===== src/rtl/uart_rx_mmio_if.sv =====
// Bus bundle for the UART receive MMIO bridge: UART capture side plus the load-path read port.
// The master drives the UART byte and the load strobe; the slave (the bridge) returns read data and the IRQ.
interface uart_rx_mmio_if;
    logic        rx_done_flag;
    logic [7:0]  rx_data;
    logic [2:0]  error_flag;
    logic        re;
    logic        reg_sel;
    logic [31:0] rd_data;
    logic        rx_irq;

    modport master (
        output rx_done_flag,
        output rx_data,
        output error_flag,
        output re,
        output reg_sel,
        input  rd_data,
        input  rx_irq
    );

    modport slave (
        input  rx_done_flag,
        input  rx_data,
        input  error_flag,
        input  re,
        input  reg_sel,
        output rd_data,
        output rx_irq
    );
endinterface


===== src/rtl/uart_rx_mmio.sv =====
// Receive-side MMIO bridge: buffers UART bytes in a FIFO and exposes DATA (pop) and
// STATUS (level + read-to-clear sticky errors) registers to the load path.
module uart_rx_mmio #(
    parameter int DEPTH = 8,
    parameter int AW    = 3
) (
    input logic           clk,
    input logic           reset,
    uart_rx_mmio_if.slave bus
);

    logic [7:0]    mem [DEPTH];
    logic [AW-1:0] wr_ptr;
    logic [AW-1:0] rd_ptr;
    logic [AW:0]   count;
    logic [AW:0]   count_next;
    logic [7:0]    count8;
    logic          prev_done;
    logic          overflow;
    logic [2:0]    err_sticky;

    logic          push_evt;
    logic          err_evt;
    logic          push_ok;
    logic          ovf_evt;
    logic          pop;
    logic          stat_rd;
    logic          full;
    logic          empty;
    logic [31:0]   status_word;

    // A pop frees a slot in the same cycle, so a full FIFO can still accept a push when read.
    always_comb begin
        push_evt   = bus.rx_done_flag & ~prev_done;
        full       = (count == (AW+1)'(DEPTH));
        empty      = (count == '0);
        pop        = bus.re & ~bus.reg_sel & ~empty;
        stat_rd    = bus.re & bus.reg_sel;
        err_evt    = push_evt & (bus.error_flag != 3'b000);
        push_ok    = push_evt & ~err_evt & (~full | pop);
        ovf_evt    = push_evt & ~err_evt & full & ~pop;
        count_next = count;
        case ({push_ok, pop})
            2'b10:   count_next = count + 1'b1;
            2'b01:   count_next = count - 1'b1;
            default: count_next = count;
        endcase
        count8      = 8'(count);
        status_word = {16'b0, count8, 2'b00, err_sticky, overflow, full, ~empty};
    end

    // Storage is not reset; clearing the pointers and count is enough to discard contents.
    always_ff @(posedge clk) begin
        if (push_ok) begin
            mem[wr_ptr] <= bus.rx_data;
        end
    end

    // A STATUS read clears the sticky bits, but a new event in the same cycle re-sets them.
    always_ff @(posedge clk or posedge reset) begin
        if (reset) begin
            wr_ptr      <= '0;
            rd_ptr      <= '0;
            count       <= '0;
            prev_done   <= 1'b0;
            overflow    <= 1'b0;
            err_sticky  <= 3'b000;
            bus.rd_data <= 32'h0000_0000;
            bus.rx_irq  <= 1'b0;
        end else begin
            prev_done <= bus.rx_done_flag;
            count     <= count_next;
            bus.rx_irq <= (count_next != '0);

            if (push_ok) begin
                wr_ptr <= wr_ptr + 1'b1;
            end
            if (pop) begin
                rd_ptr <= rd_ptr + 1'b1;
            end

            if (stat_rd) begin
                overflow   <= ovf_evt;
                err_sticky <= err_evt ? bus.error_flag : 3'b000;
            end else begin
                overflow   <= overflow | ovf_evt;
                err_sticky <= err_sticky | (err_evt ? bus.error_flag : 3'b000);
            end

            if (bus.re) begin
                if (bus.reg_sel) begin
                    bus.rd_data <= status_word;
                end else if (!empty) begin
                    bus.rd_data <= {24'b0, mem[rd_ptr]};
                end else begin
                    bus.rd_data <= 32'h0000_0000;
                end
            end
        end
    end

endmodule


===== src/flat_wrapper.sv =====
// flat-port wrapper written by rule: the top's interface ports become plain ports
module uart_rx_mmio_flat 
#(
    parameter int DEPTH = 8,
    parameter int AW    = 3
)
  (clk, reset, bus_rx_done_flag, bus_rx_data, bus_error_flag, bus_re, bus_reg_sel, bus_rd_data, bus_rx_irq);
  uart_rx_mmio_if bus_i ();
  input logic clk;
  input logic reset;
  input wire logic [$bits(bus_i.rx_done_flag)-1:0] bus_rx_done_flag;
  input wire logic [$bits(bus_i.rx_data)-1:0] bus_rx_data;
  input wire logic [$bits(bus_i.error_flag)-1:0] bus_error_flag;
  input wire logic [$bits(bus_i.re)-1:0] bus_re;
  input wire logic [$bits(bus_i.reg_sel)-1:0] bus_reg_sel;
  output wire logic [$bits(bus_i.rd_data)-1:0] bus_rd_data;
  output wire logic [$bits(bus_i.rx_irq)-1:0] bus_rx_irq;
  assign bus_i.rx_done_flag = bus_rx_done_flag;
  assign bus_i.rx_data = bus_rx_data;
  assign bus_i.error_flag = bus_error_flag;
  assign bus_i.re = bus_re;
  assign bus_i.reg_sel = bus_reg_sel;
  assign bus_rd_data = bus_i.rd_data;
  assign bus_rx_irq = bus_i.rx_irq;
  uart_rx_mmio #(.DEPTH(DEPTH), .AW(AW)) u_core (.clk(clk), .reset(reset), .bus(bus_i));
endmodule

===== config.mk =====
export PLATFORM = sky130hd
export DESIGN_NAME = uart_rx_mmio_flat
export DESIGN_NICKNAME = d
export VERILOG_FILES = /design/src/rtl/uart_rx_mmio_if.sv /design/src/rtl/uart_rx_mmio.sv /design/src/flat_wrapper.sv
export SDC_FILE = /design/constraint.sdc
export NUM_CORES = 1
export LEC_CHECK = 0
export ABC_AREA = 1
export CORE_UTILIZATION = 41
export CTS_CLUSTER_SIZE = 8
export DETAILED_ROUTE_END_ITERATION = 10
export PLACE_DENSITY = 0.73
export SLEW_MARGIN = 20
export SYNTH_ARGS = -nofsm -noshare
export SYNTH_HDL_FRONTEND = slang
export SYNTH_SLANG_ARGS = --single-unit

===== constraint.sdc =====
create_clock -name clk -period 2.61 [get_ports clk]
set_clock_uncertainty 0.15 [all_clocks]
set_input_delay 0.522 -clock clk [delete_from_list [all_inputs] [get_ports clk]]
set_output_delay 0.522 -clock clk [all_outputs]
set_load 0.01 [all_outputs]

==> out/results.txt <==
WL met1: 3390 µm
Antenna cells: 0
GP Congestion: 0.823
Worst EP arrival: 2.36 ns
Total GRT Usage: 17.3%
Fraction of registers with async set or reset after synthesis: 30.4%
Met3 wire length: 519 µm
Crit path capture type: flop
Synth Cell Area: 0.00405 mm²
TritonCTS Buffers: 9
WHS Path Cells: 2
Post-DP HPWL: 5230 µm
Remaining routing DRC violations: 0
Pleak: 1.84 nW
Final nets: 421
CP startpoint kind: flop
Gate power share: 30.7%
Post-synthesis sequential area ratio: 64.8%
DR top layer: met4
Worst-Margin Slew: 0.754 ns
CP peak stage delay: 0.68 ns
Initial core utilization: 43.0%
Fmax: 0.437 GHz
Hold path start: u_core.bus.rd_data[10]
CORE AREA: 0.00942 mm²
CP max stage cell: dfrtp_1
Pint: 2.65 mW
Post-DRT Antenna Nets: 0
Total I/O pin count: 49
Final Hold Fails: 0
Clk_lat worst skew: 0.36 ns
Largest net degree at the start of global routing: 36
PwrDens: 873 mW/mm²
First-pass GRT wire length: 12900 µm
Fin Setup TNS: 0 ns
Relative slew slack: 49.7%
Most frequent cells in the layout: 75 x nand2_1, 64 x edfxtp_1, 28 x inv_1, 28 x clkdlybuf4s50_1, 28 x dfrtp_1
Syn avg cell area: 11.2 µm²
Synth area leader: edfxtp_1
Vias in the first global route: 2632
Clk sinks: 92
Clock Pin Slew Worst Setup and Hold Paths: 0.09 ns
CTS resizes: 0
Drt wl/cell: 14.5 µm
Layout cell share with drive strength beyond 1: 13.3%
Die width: 101 µm
Clock root cell: clkbuf_8
RSZ-0062 raised after global routing: no
#FFs+latches synth: 92
Final max-slew violation count: 0
Net Sw Frac: 35.0%
Power share of the clock group: 22.6%
Run status: complete, no violations
CP Class: flop to flop
Post-Route WL: 7760 µm
Setup Buffers After CTS: 0
P&R area growth vs syn: 15.5%
Endpoint, Worst Hold: u_core.bus.rd_data[10]
Ys flop type: edfxtp_1
TritonCTS clock tree: built
Port buffer count: 28
First-pass DRT Iterations: 5
Final setup margin: 0.320 ns
H-tree levels: 3
Initial antenna violation count: 0
Max_cap viols: 0
Min Tclk post-route: 2.29 ns
Reg power frac: 46.7%
Std-Cell Rows: 35
Mapped Cells: 360
Die span in y: 101 µm
VDD IR max: 0.000416 V
Vias per cell: 4.92
Cells along the critical path: inv_1 -> a21oi_1 -> a32oi_1 -> o21ai_0 -> o211ai_1
Pre-CTS WS: -0.00748 ns
Final setup vio count: 0
FF-to-FF Start: u_core.rd_ptr[1]
Via count: 2638
Number of flops mapped to enable cells by yosys: 64
DIE AREA: 0.0103 mm²
Worst-path fanout max: 21
Met2 WL: 3700 µm
Hold Crit Class: flop to flop
R2r setup slk: 0.32 ns
P_sw: 1.43 mW
Top-area cell type share of the netlist area: 47.5%
Top post-synthesis cells by area: edfxtp_1 47%, dfrtp_1 17%, nand2_1 7.0%
Post-CTS Hold Fix Bufs: 0
Share of the clock period used by the worst path: 87.7%
First-iteration detailed-routing DRC count: 172
Most common cell after layout, fill and taps aside: nand2_1
Post-synth cell types: 33
Crit path from: u_core.rd_ptr[1]
Clock buffer depth: 2
Worst R2R Path Depth: 5
Critical Path RT: 2.68 ns
Ys Warns: 0
Reg2reg end: u_core.bus.rd_data[5]
Gr ovfl total: 0
[per-layer routing]
layer	vias up	GRT usage [%]
li1	1273	-
met1	1248	22.3
met2	103	27.9
met3	14	5.52
met4	0	5.91
met5	-	0
[flip-flops by register name, indices dropped and copies added, names as in the netlist]
name	flops
u_core.err_sticky	3
u_core.bus.rd_data	12
u_core.overflow	1
u_core.wr_ptr	3
u_core.prev_done	1
u_core.bus.rx_irq	1
u_core.mem	64
u_core.rd_ptr	3
u_core.count	4
[cell usage after synthesis (all sizes together) (4+ instances only)]
cell and count:
nand2 83, edfxtp 64, inv 29, dfrtp 28, o21ai 26, buf 25
nand3 24, nor2 24, a21oi 12, o211ai 9, clkbuf 8, o22ai 5
a32oi 4, nor3 4, xor2 4
[power groups by stage]
stage	Combinational, mW	Clock [mW]	Sequential (mW)
4_1_cts	1.27	0.950	1.91
2_1_floorplan	0.889	0	1.89
3_3_place_gp	1.22	0	1.93
5_1_grt	1.43	1.01	1.94
6_report	1.25	0.923	1.91
3_5_place_dp	1.26	0	1.93
[metrics by stage]
step | std cells | total power, mW | area, µm² | hold WS [ns] | utilization (%)
3_3_place_gp | 520 | 3.15 | 4480 | 0.317 | 47.6
4_1_cts | 536 | 4.12 | 4670 | 0.346 | 49.6
5_1_grt | 536 | 4.38 | 4670 | 0.355 | 49.6
6_report | 536 | 4.08 | 4670 | 0.340 | 49.6
3_5_place_dp | 520 | 3.19 | 4480 | 0.323 | 47.6
2_1_floorplan | 379 | 2.78 | 4120 | 0.340 | -
[critical path: cells and delay by family, from the launching register on]
kind / cells / cell delay, ns
buffers and inverters: 1 / 0.46
flip-flops: 1 / 0.68
AO/OA/AOI/OAI: 4 / 0.85
[cells by family after synthesis]
logic type / after synthesis / share of synthesized area, %
AND/OR/NAND/NOR: 138 / 16.2
flip-flops: 92 / 64.8
buffers and inverters: 63 / 7.85
AO/OA/AOI/OAI: 59 / 9.03
XOR/XNOR: 4 / 1.05
adder cells (fa/ha/maj): 3 / 0.928
other: 1 / 0.0927
[how the worst max path moves through the flow]
stage | endpoint | slack, ns | depth (start not counted)
4_1_cts | u_core.mem[6][6] | 0.37 | 8
3_3_place_gp | u_core.mem[7][2] | 0.01 | 7
2_1_floorplan | u_core.mem[2][0] | 0.20 | 6
3_5_place_dp | u_core.mem[6][1] | -0.007 | 8
5_1_grt | u_core.bus.rd_data[3] | 0.14 | 5
6_report | u_core.bus.rd_data[5] | 0.32 | 5
[layout make-up]
type	count	area, µm²
Fill cell	855	4740
Multi-Input combinational cell	224	1180
Clock inverter	7	67.6
Timing Repair Buffer	45	408
Inverter	30	113
Tap cell	129	161
Clock buffer	9	124
Sequential cell	92	2620
(Power assumes the default switching activity.)
